$ cat config.mk
export PLATFORM = sky130hd
export DESIGN_NAME = axi_burst_registers_flat
export DESIGN_NICKNAME = d
export VERILOG_FILES = /design/src/rtl/axi_regs_pkg.sv /design/src/rtl/axi_burst_registers_if.sv /design/src/rtl/axi_regs_burst_addr.sv /design/src/rtl/axi_burst_registers.sv /design/src/flat_wrapper.sv
export SDC_FILE = /design/constraint.sdc
export NUM_CORES = 1
export LEC_CHECK = 0
export BUFFER_PORTS_ARGS = -buffer_cell sky130_fd_sc_hd__buf_2
export CORE_MARGIN = 10
export CORE_UTILIZATION = 42
export DETAILED_ROUTE_END_ITERATION = 16
export HOLD_SLACK_MARGIN = 0.05
export PLACE_DENSITY = 0.85
export SYNTH_ARGS = -nofsm -noshare
export SYNTH_HDL_FRONTEND = slang
export SYNTH_HIERARCHICAL = 1
export SYNTH_SLANG_ARGS = --single-unit
$ cat constraint.sdc
create_clock -name clk -period 1.9 [get_ports clk]
set_input_delay 0.19 -clock clk [delete_from_list [all_inputs] [get_ports clk]]
set_output_delay 0.19 -clock clk [all_outputs]
set_load 0.05 [all_outputs]
$ cat src/rtl/axi_regs_pkg.sv
// Shared definitions for the AXI burst register bridge: burst and response
// encodings, FSM state types and the burst index stepping function.
package axi_regs_pkg;

    localparam logic [1:0] BURST_FIXED = 2'd0;
    localparam logic [1:0] BURST_INCR  = 2'd1;
    localparam logic [1:0] BURST_WRAP  = 2'd2;

    localparam logic [1:0] RESP_OKAY   = 2'd0;
    localparam logic [1:0] RESP_SLVERR = 2'd2;

    typedef enum logic [1:0] {
        W_ADDR,
        W_DATA,
        W_RESP
    } wstate_t;

    typedef enum logic [1:0] {
        R_ADDR,
        R_ISSUE,
        R_WAIT,
        R_DATA
    } rstate_t;

    // Window mask for a WRAP burst: len+1 beats rounded up to a power of two, minus one.
    function automatic logic [3:0] wrap_mask(input logic [3:0] len);
        return len | (len >> 1) | (len >> 2) | (len >> 3);
    endfunction

    // Register index of the next beat. Reserved burst type 3 behaves as INCR.
    function automatic logic [15:0] next_index(input logic [15:0] index,
                                               input logic [1:0]  burst,
                                               input logic [3:0]  len);
        logic [15:0] mask;
        mask = {12'd0, wrap_mask(len)};
        case (burst)
            BURST_FIXED: return index;
            BURST_WRAP:  return (index & ~mask) | ((index + 16'd1) & mask);
            default:     return index + 16'd1;
        endcase
    endfunction

endpackage

$ cat src/rtl/axi_burst_registers_if.sv
// AXI3 bus bundle (32-bit data, 4-bit burst length) with master and slave views.
interface axi_ifc #(
    parameter int ID_WIDTH = 12
);
    logic [ID_WIDTH-1:0] awid;
    logic [31:0]         awaddr;
    logic [3:0]          awlen;
    logic [2:0]          awsize;
    logic [1:0]          awburst;
    logic                awvalid;
    logic                awready;

    logic [ID_WIDTH-1:0] wid;
    logic [31:0]         wdata;
    logic [3:0]          wstrb;
    logic                wlast;
    logic                wvalid;
    logic                wready;

    logic [ID_WIDTH-1:0] bid;
    logic [1:0]          bresp;
    logic                bvalid;
    logic                bready;

    logic [ID_WIDTH-1:0] arid;
    logic [31:0]         araddr;
    logic [3:0]          arlen;
    logic [2:0]          arsize;
    logic [1:0]          arburst;
    logic                arvalid;
    logic                arready;

    logic [ID_WIDTH-1:0] rid;
    logic [31:0]         rdata;
    logic [1:0]          rresp;
    logic                rlast;
    logic                rvalid;
    logic                rready;

    modport master (
        output awid, awaddr, awlen, awsize, awburst, awvalid,
        input  awready,
        output wid, wdata, wstrb, wlast, wvalid,
        input  wready,
        input  bid, bresp, bvalid,
        output bready,
        output arid, araddr, arlen, arsize, arburst, arvalid,
        input  arready,
        input  rid, rdata, rresp, rlast, rvalid,
        output rready
    );

    modport slave (
        input  awid, awaddr, awlen, awsize, awburst, awvalid,
        output awready,
        input  wid, wdata, wstrb, wlast, wvalid,
        output wready,
        output bid, bresp, bvalid,
        input  bready,
        input  arid, araddr, arlen, arsize, arburst, arvalid,
        output arready,
        output rid, rdata, rresp, rlast, rvalid,
        input  rready
    );

endinterface

$ cat src/rtl/axi_regs_burst_addr.sv
// Per-channel burst tracker: current register index, beat counter and a flag
// that marks the final beat. Loaded when an address is accepted, stepped per beat.
module axi_regs_burst_addr
    import axi_regs_pkg::*;
#(
    parameter int IW = 4
) (
    input  logic          clk,
    input  logic          rstn,
    input  logic          load,
    input  logic [IW-1:0] start,
    input  logic [3:0]    len,
    input  logic [1:0]    burst,
    input  logic          step,
    output logic [IW-1:0] index,
    output logic          last
);

    logic [3:0] count;
    logic [3:0] len_q;
    logic [1:0] burst_q;

    // Capture the burst on load, otherwise advance index and beat count on each step.
    always_ff @(posedge clk) begin
        if (!rstn) begin
            index   <= '0;
            count   <= '0;
            len_q   <= '0;
            burst_q <= BURST_FIXED;
            last    <= 1'b0;
        end else if (load) begin
            index   <= start;
            count   <= '0;
            len_q   <= len;
            burst_q <= burst;
            last    <= (len == 4'd0);
        end else if (step) begin
            index   <= IW'(next_index(16'(index), burst_q, len_q));
            count   <= count + 4'd1;
            last    <= ((count + 4'd1) == len_q);
        end
    end

endmodule

$ cat src/rtl/axi_burst_registers.sv
// AXI3 slave to register-file bridge with FIXED/INCR/WRAP bursts of up to 16
// beats, byte strobes and a configurable register-file read latency.
// Define AXI_REGS_RANGE_CHECK_EN to suppress accesses at or beyond REG_COUNT
// and answer them with SLVERR; without it every beat reaches the register file.
module axi_burst_registers
    import axi_regs_pkg::*;
#(
    parameter int R_ADDR_WIDTH = 4,
    parameter int REG_COUNT    = 16,
    parameter int RD_LATENCY   = 1
) (
    input  logic                    clk,
    input  logic                    rstn,
    axi_ifc.slave                   s,
    output logic [R_ADDR_WIDTH-1:0] o_rreg,
    output logic                    o_rd,
    input  logic [31:0]             i_rdata,
    output logic [R_ADDR_WIDTH-1:0] o_wreg,
    output logic [31:0]             o_wdata,
    output logic [3:0]              o_wstrb,
    output logic                    o_wr
);

`ifdef AXI_REGS_RANGE_CHECK_EN
    localparam bit RANGE_CHECK = 1'b1;
`else
    localparam bit RANGE_CHECK = 1'b0;
`endif

    localparam int IW = R_ADDR_WIDTH;

    wstate_t       wstate;
    wstate_t       wnext;
    logic [IW-1:0] w_index;
    logic          w_final;
    logic          w_ok;
    logic          w_err;
    logic          aw_hs;
    logic          w_beat;
    logic          b_hs;

    rstate_t       rstate;
    rstate_t       rnext;
    logic [IW-1:0] r_index;
    logic          r_final;
    logic          r_ok;
    logic          ar_hs;
    logic          r_hs;
    logic [2:0]    wait_cnt;
    logic          wait_done;

    logic          unused_bits;

    assign unused_bits = ^{s.awaddr[31:IW+2], s.awaddr[1:0], s.araddr[31:IW+2],
                           s.araddr[1:0], s.awsize, s.arsize, s.wlast, s.wid};

    assign aw_hs  = (wstate == W_ADDR) && s.awvalid && s.awready;
    assign w_beat = (wstate == W_DATA) && s.wvalid && s.wready;
    assign b_hs   = (wstate == W_RESP) && s.bvalid && s.bready;
    assign w_ok   = !RANGE_CHECK || (32'(w_index) < 32'(REG_COUNT));

    assign o_wr    = w_beat && w_ok;
    assign o_wreg  = w_index;
    assign o_wdata = s.wdata;
    assign o_wstrb = s.wstrb;

    axi_regs_burst_addr #(.IW(IW)) u_waddr (
        .clk   (clk),
        .rstn  (rstn),
        .load  (aw_hs),
        .start (s.awaddr[IW+1:2]),
        .len   (s.awlen),
        .burst (s.awburst),
        .step  (w_beat),
        .index (w_index),
        .last  (w_final)
    );

    // Write FSM state register.
    always_ff @(posedge clk) begin
        if (!rstn) wstate <= W_ADDR;
        else       wstate <= wnext;
    end

    // Write FSM transitions; the beat count, not wlast, ends the data phase.
    always_comb begin
        wnext = wstate;
        case (wstate)
            W_ADDR:  if (aw_hs) wnext = W_DATA;
            W_DATA:  if (w_beat && w_final) wnext = W_RESP;
            W_RESP:  if (b_hs) wnext = W_ADDR;
            default: wnext = W_ADDR;
        endcase
    end

    // Write channel handshake outputs, captured ID and the sticky range error.
    always_ff @(posedge clk) begin
        if (!rstn) begin
            s.awready <= 1'b0;
            s.wready  <= 1'b0;
            s.bvalid  <= 1'b0;
            s.bid     <= '0;
            s.bresp   <= RESP_OKAY;
            w_err     <= 1'b0;
        end else begin
            s.awready <= (wnext == W_ADDR);
            s.wready  <= (wnext == W_DATA);
            s.bvalid  <= (wnext == W_RESP);
            if (aw_hs) begin
                s.bid <= s.awid;
                w_err <= 1'b0;
            end else if (w_beat && !w_ok) begin
                w_err <= 1'b1;
            end
            if (w_beat && w_final) begin
                s.bresp <= (w_err || !w_ok) ? RESP_SLVERR : RESP_OKAY;
            end
        end
    end

    assign ar_hs     = (rstate == R_ADDR) && s.arvalid && s.arready;
    assign r_hs      = (rstate == R_DATA) && s.rvalid && s.rready;
    assign wait_done = (rstate == R_WAIT) && (wait_cnt == 3'(RD_LATENCY - 1));
    assign r_ok      = !RANGE_CHECK || (32'(r_index) < 32'(REG_COUNT));

    assign o_rd   = (rstate == R_ISSUE) && r_ok;
    assign o_rreg = r_index;

    axi_regs_burst_addr #(.IW(IW)) u_raddr (
        .clk   (clk),
        .rstn  (rstn),
        .load  (ar_hs),
        .start (s.araddr[IW+1:2]),
        .len   (s.arlen),
        .burst (s.arburst),
        .step  (r_hs && !r_final),
        .index (r_index),
        .last  (r_final)
    );

    // Read FSM state register.
    always_ff @(posedge clk) begin
        if (!rstn) rstate <= R_ADDR;
        else       rstate <= rnext;
    end

    // Read FSM transitions: issue one strobe, wait out the latency, present the beat.
    always_comb begin
        rnext = rstate;
        case (rstate)
            R_ADDR:  if (ar_hs) rnext = R_ISSUE;
            R_ISSUE: rnext = R_WAIT;
            R_WAIT:  if (wait_done) rnext = R_DATA;
            R_DATA:  if (r_hs) rnext = r_final ? R_ADDR : R_ISSUE;
            default: rnext = R_ADDR;
        endcase
    end

    // Read channel outputs; beat data is frozen from capture until the handshake.
    always_ff @(posedge clk) begin
        if (!rstn) begin
            s.arready <= 1'b0;
            s.rvalid  <= 1'b0;
            s.rlast   <= 1'b0;
            s.rid     <= '0;
            s.rresp   <= RESP_OKAY;
            s.rdata   <= '0;
            wait_cnt  <= '0;
        end else begin
            s.arready <= (rnext == R_ADDR);
            s.rvalid  <= (rnext == R_DATA);
            wait_cnt  <= ((rstate == R_WAIT) && !wait_done) ? wait_cnt + 3'd1 : 3'd0;
            if (ar_hs) s.rid <= s.arid;
            if (wait_done) begin
                s.rdata <= r_ok ? i_rdata : 32'd0;
                s.rresp <= r_ok ? RESP_OKAY : RESP_SLVERR;
                s.rlast <= r_final;
            end else if (r_hs) begin
                s.rlast <= 1'b0;
            end
        end
    end

endmodule

$ cat src/flat_wrapper.sv
// flat-port wrapper written by rule: the top's interface ports become plain ports
module axi_burst_registers_flat import axi_regs_pkg::*;
#(
    parameter int R_ADDR_WIDTH = 4,
    parameter int REG_COUNT    = 16,
    parameter int RD_LATENCY   = 1
)
  (clk, rstn, o_rreg, o_rd, i_rdata, o_wreg, o_wdata, o_wstrb, o_wr, s_awid, s_awaddr, s_awlen, s_awsize, s_awburst, s_awvalid, s_awready, s_wid, s_wdata, s_wstrb, s_wlast, s_wvalid, s_wready, s_bid, s_bresp, s_bvalid, s_bready, s_arid, s_araddr, s_arlen, s_arsize, s_arburst, s_arvalid, s_arready, s_rid, s_rdata, s_rresp, s_rlast, s_rvalid, s_rready);
  axi_ifc #(.ID_WIDTH((4))) s_i ();
  input  logic clk;
  input  logic rstn;
  output logic [R_ADDR_WIDTH-1:0] o_rreg;
  output logic o_rd;
  input  logic [31:0] i_rdata;
  output logic [R_ADDR_WIDTH-1:0] o_wreg;
  output logic [31:0] o_wdata;
  output logic [3:0] o_wstrb;
  output logic o_wr;
  input wire logic [$bits(s_i.awid)-1:0] s_awid;
  input wire logic [$bits(s_i.awaddr)-1:0] s_awaddr;
  input wire logic [$bits(s_i.awlen)-1:0] s_awlen;
  input wire logic [$bits(s_i.awsize)-1:0] s_awsize;
  input wire logic [$bits(s_i.awburst)-1:0] s_awburst;
  input wire logic [$bits(s_i.awvalid)-1:0] s_awvalid;
  output wire logic [$bits(s_i.awready)-1:0] s_awready;
  input wire logic [$bits(s_i.wid)-1:0] s_wid;
  input wire logic [$bits(s_i.wdata)-1:0] s_wdata;
  input wire logic [$bits(s_i.wstrb)-1:0] s_wstrb;
  input wire logic [$bits(s_i.wlast)-1:0] s_wlast;
  input wire logic [$bits(s_i.wvalid)-1:0] s_wvalid;
  output wire logic [$bits(s_i.wready)-1:0] s_wready;
  output wire logic [$bits(s_i.bid)-1:0] s_bid;
  output wire logic [$bits(s_i.bresp)-1:0] s_bresp;
  output wire logic [$bits(s_i.bvalid)-1:0] s_bvalid;
  input wire logic [$bits(s_i.bready)-1:0] s_bready;
  input wire logic [$bits(s_i.arid)-1:0] s_arid;
  input wire logic [$bits(s_i.araddr)-1:0] s_araddr;
  input wire logic [$bits(s_i.arlen)-1:0] s_arlen;
  input wire logic [$bits(s_i.arsize)-1:0] s_arsize;
  input wire logic [$bits(s_i.arburst)-1:0] s_arburst;
  input wire logic [$bits(s_i.arvalid)-1:0] s_arvalid;
  output wire logic [$bits(s_i.arready)-1:0] s_arready;
  output wire logic [$bits(s_i.rid)-1:0] s_rid;
  output wire logic [$bits(s_i.rdata)-1:0] s_rdata;
  output wire logic [$bits(s_i.rresp)-1:0] s_rresp;
  output wire logic [$bits(s_i.rlast)-1:0] s_rlast;
  output wire logic [$bits(s_i.rvalid)-1:0] s_rvalid;
  input wire logic [$bits(s_i.rready)-1:0] s_rready;
  assign s_i.awid = s_awid;
  assign s_i.awaddr = s_awaddr;
  assign s_i.awlen = s_awlen;
  assign s_i.awsize = s_awsize;
  assign s_i.awburst = s_awburst;
  assign s_i.awvalid = s_awvalid;
  assign s_awready = s_i.awready;
  assign s_i.wid = s_wid;
  assign s_i.wdata = s_wdata;
  assign s_i.wstrb = s_wstrb;
  assign s_i.wlast = s_wlast;
  assign s_i.wvalid = s_wvalid;
  assign s_wready = s_i.wready;
  assign s_bid = s_i.bid;
  assign s_bresp = s_i.bresp;
  assign s_bvalid = s_i.bvalid;
  assign s_i.bready = s_bready;
  assign s_i.arid = s_arid;
  assign s_i.araddr = s_araddr;
  assign s_i.arlen = s_arlen;
  assign s_i.arsize = s_arsize;
  assign s_i.arburst = s_arburst;
  assign s_i.arvalid = s_arvalid;
  assign s_arready = s_i.arready;
  assign s_rid = s_i.rid;
  assign s_rdata = s_i.rdata;
  assign s_rresp = s_i.rresp;
  assign s_rlast = s_i.rlast;
  assign s_rvalid = s_i.rvalid;
  assign s_i.rready = s_rready;
  axi_burst_registers #(.R_ADDR_WIDTH(R_ADDR_WIDTH), .REG_COUNT(REG_COUNT), .RD_LATENCY(RD_LATENCY)) u_core (.clk(clk), .rstn(rstn), .s(s_i), .o_rreg(o_rreg), .o_rd(o_rd), .i_rdata(i_rdata), .o_wreg(o_wreg), .o_wdata(o_wdata), .o_wstrb(o_wstrb), .o_wr(o_wr));
endmodule
==> flow_metrics.env <==
export IMPL_r2r_start="u_core/rstate[0]"
export IMPL_status="finished clean"
export IMPL_globalplace_congestion=0.793
export IMPL_die_height_um=116
export IMPL_power_density_mw_per_mm2=959
export IMPL_tns_ns=0
export IMPL_design_area_mm2=0.00446
export IMPL_die_w_um=116
export IMPL_min_to="u_core/s.rdata[20]"
export IMPL_cts_max_path_buffers=2
export IMPL_via_per_inst=4.96
export IMPL_syn_to_final_growth_pct=14.9
export IMPL_placedCellCount=611
export IMPL_antenna_found_initial=1
export IMPL_rsz0062_at_grt="no"
export IMPL_cts_tree="yes"
export IMPL_holdWs_ns=0.0842
export IMPL_clk_latency_ns=0.33
export IMPL_instances_no_fill=627
export IMPL_dp_slack_ns=0.127
export IMPL_synth_seq_cells=83
export IMPL_reg2reg_depth=6
export IMPL_synth_edf_count=0
export IMPL_finClkSkew_ns=0.00973
export IMPL_grt_max_degree=41
export IMPL_start_util_pct=42.7
export IMPL_yosys_top_cells_area="dfxtp_1 (43%), buf_4 (7.9%), nand2_1 (6.9%), mux2i_1 (6.2%), a21oi_1 (5.5%)"
export IMPL_cap_viol_max_count=0
export IMPL_port_buffers=122
export IMPL_grt_pass1_vias=3152
export IMPL_io_pins=266
export IMPL_drt_total_wl_um=9250
export IMPL_synth_cell_area_mm2=0.00388
export IMPL_post_cts_buffers=0
export IMPL_fp_coreArea_mm2=0.00911
export IMPL_r2r_slack_ns=0.23
export IMPL_drive_gt1_share_pct=30.4
export IMPL_avgRoutedWirePerCell_um=14.7
export IMPL_postSynth_asyncResetShare_pct=0
export IMPL_synth_cell_type_count=42
export IMPL_yosysTopAreaCell="dfxtp_1"
export IMPL_finalWorstSetupSlack_ns=0.227
export IMPL_cts_buffers=9
export IMPL_cts_root_buf="clkbuf_8"
export IMPL_period_share_pct=88.1
export IMPL_startpoint_type="flip-flop"
export IMPL_crit_arrival_ns=1.48
export IMPL_ys_warn_count=6
export IMPL_drt_iter0_markers=160
export IMPL_dpl_hpwl_um=7060
export IMPL_post_dp_cell_area_mm2=0.00425
export IMPL_finalHoldViolCount=0
export IMPL_drc=0
export IMPL_crit_required_ns=1.71
export IMPL_hp_start="i_rdata[20]"
export IMPL_yosysMostFrequentCell="dfxtp_1"
export IMPL_crit_path_end_kind="primary output"
export IMPL_utilization_pct=49.0
export IMPL_vdd_drop_max_mv=0.499
export IMPL_htree_levels=3
export IMPL_insertedDiodeCount=0
export IMPL_grt_pass1_wl_um=14400
export IMPL_r2r_end="u_core/u_raddr/index[0]"
export IMPL_final_setup_viol_count=0
export IMPL_path_max_fanout=11
export IMPL_synth_top_area_share_pct=42.8
export IMPL_slew_violations=0
export IMPL_final_nets=687
export IMPL_seq_area_frac_synth_pct=42.8
export IMPL_grt_usage_pct=13.0
export IMPL_postSynthAreaPerCell_um2=9.03
export IMPL_synth_flop_cell="dfxtp_1"
export IMPL_leakagePower_nw=1.95
export IMPL_vias=3107
export IMPL_total_power_mw=4.28
export IMPL_path_class="reg2out"
export IMPL_syn_inst=430
export IMPL_min_path_cells=3
export IMPL_overflow=0
export IMPL_synthTopCellsByCount="dfxtp_1 (83), nand2_1 (71), a21oi_1 (43)"
export IMPL_dieArea_mm2=0.0135
export IMPL_fin_crit_ns=1.67
export IMPL_clk_pin_slew_worst_paths_ns=0.08
export IMPL_clock_fmax_ghz=0.598
export IMPL_placementRows=35
export IMPL_detail_route_antenna_nets=0
export IMPL_hold_class="in2reg"
export IMPL_drt_pass1_iterations=5
export IMPL_cts_sinks=83
-- registers in the layout, indices dropped and copies added, names as in the netlist, 2 cells and up, named ones only --
name / flops
u_core/u_raddr/count: 4
u_core/s.rdata: 32
u_core/s.bid: 4
u_core/u_waddr/count: 4
u_core/u_raddr/burst_q: 2
u_core/rstate: 2
u_core/wait_cnt: 3
u_core/u_waddr/len_q: 4
u_core/u_raddr/len_q: 4
u_core/s.rid: 4
u_core/wstate: 2
u_core/u_waddr/burst_q: 2
-- placed cells by master (no fill, tap or decap), drive strengths merged, types with 2 or more instances in the layout --
master    instances
o21a              6
nor2             27
clkinvlp          2
a21oi            48
nor2b            14
o311a             2
o211a             3
buf             131
bufinv            2
o21ai             8
mux2i            24
clkbuf           12
nand4             5
nor4              7
xnor2            10
nand2b            4
inv               7
nor3              7
nor4bb            2
ha                6
conb              4
dfxtp            83
o31ai             2
o211ai            3
nand2            71
xor2             12
nand3             5
-- repair_timing --
item | in CTS | in global routing
resized for setup | 0 | 1
endpoints found under the setup margin | 0 | 1
hold buffers | 0 | 0
hold endpoints to repair | 0 | 0
-- how the worst max path moves through the flow --
stage          slack [ns]        startpoint                      end  cells past startpoint
2_1_floorplan        0.04   u_core/s.rvalid                flip-flop                      6
3_3_place_gp         0.18  u_core/rstate[0]  u_core/u_raddr/index[0]                      6
3_5_place_dp         0.13  u_core/rstate[0]  u_core/u_raddr/index[0]                      6
4_1_cts              0.13  u_core/rstate[0]  u_core/u_raddr/index[0]                      6
5_1_grt              0.11  u_core/rstate[0]  u_core/u_raddr/index[0]                      6
6_report             0.23  u_core/wstate[0]                     o_wr                      2
-- layer usage --
layer,global-route usage (%),share of wire [%],vias to the layer above
li1,-,-,1555
met1,12.7,37,1446
met2,24.3,54,78
met3,3.44,6.1,26
met4,6.76,2.6,2
met5,0,0.12,-
-- logic make-up (layout without fill, tap and decap cells) --
| logic type | after synthesis | count (layout) | share of synthesized area, % |
|---|---|---|---|
| AO/OA/AOI/OAI | 75 | 75 | 11.7 |
| XOR/XNOR | 22 | 22 | 4.96 |
| adder cells (fa/ha/maj) | 6 | 6 | 1.93 |
| buffers and inverters | 71 | 154 | 13.4 |
| flip-flops | 83 | 83 | 42.8 |
| multiplexers | 24 | 24 | 6.18 |
| other | 1 | 4 | 0.0965 |
| AND/OR/NAND/NOR | 148 | 148 | 18.9 |
-- critical path, stage by stage, from the launching register on --
cell and delay [ns]:
dfxtp_1 0.45, and4b_4 0.39, buf_2 0.31
-- power breakdown --
| part | leakage [nW] | switching (mW) | total [mW] | internal [mW] |
|---|---|---|---|---|
| logic | 1.17 | 0.671 | 0.979 | 0.308 |
| registers | 0.675 | 0.0991 | 1.96 | 1.86 |
| clock network | 0.0968 | 0.598 | 1.34 | 0.743 |
-- cell type report --
type | instances | area, um2
Multi-Input combinational cell | 279 | 1730
Timing Repair Buffer | 131 | 691
Inverter | 7 | 26.3
Fill cell | 870 | 4650
Clock inverter | 4 | 75.1
Sequential cell | 83 | 1660
Tap cell | 111 | 139
Clock buffer | 12 | 135
(Power assumes the default switching activity.)
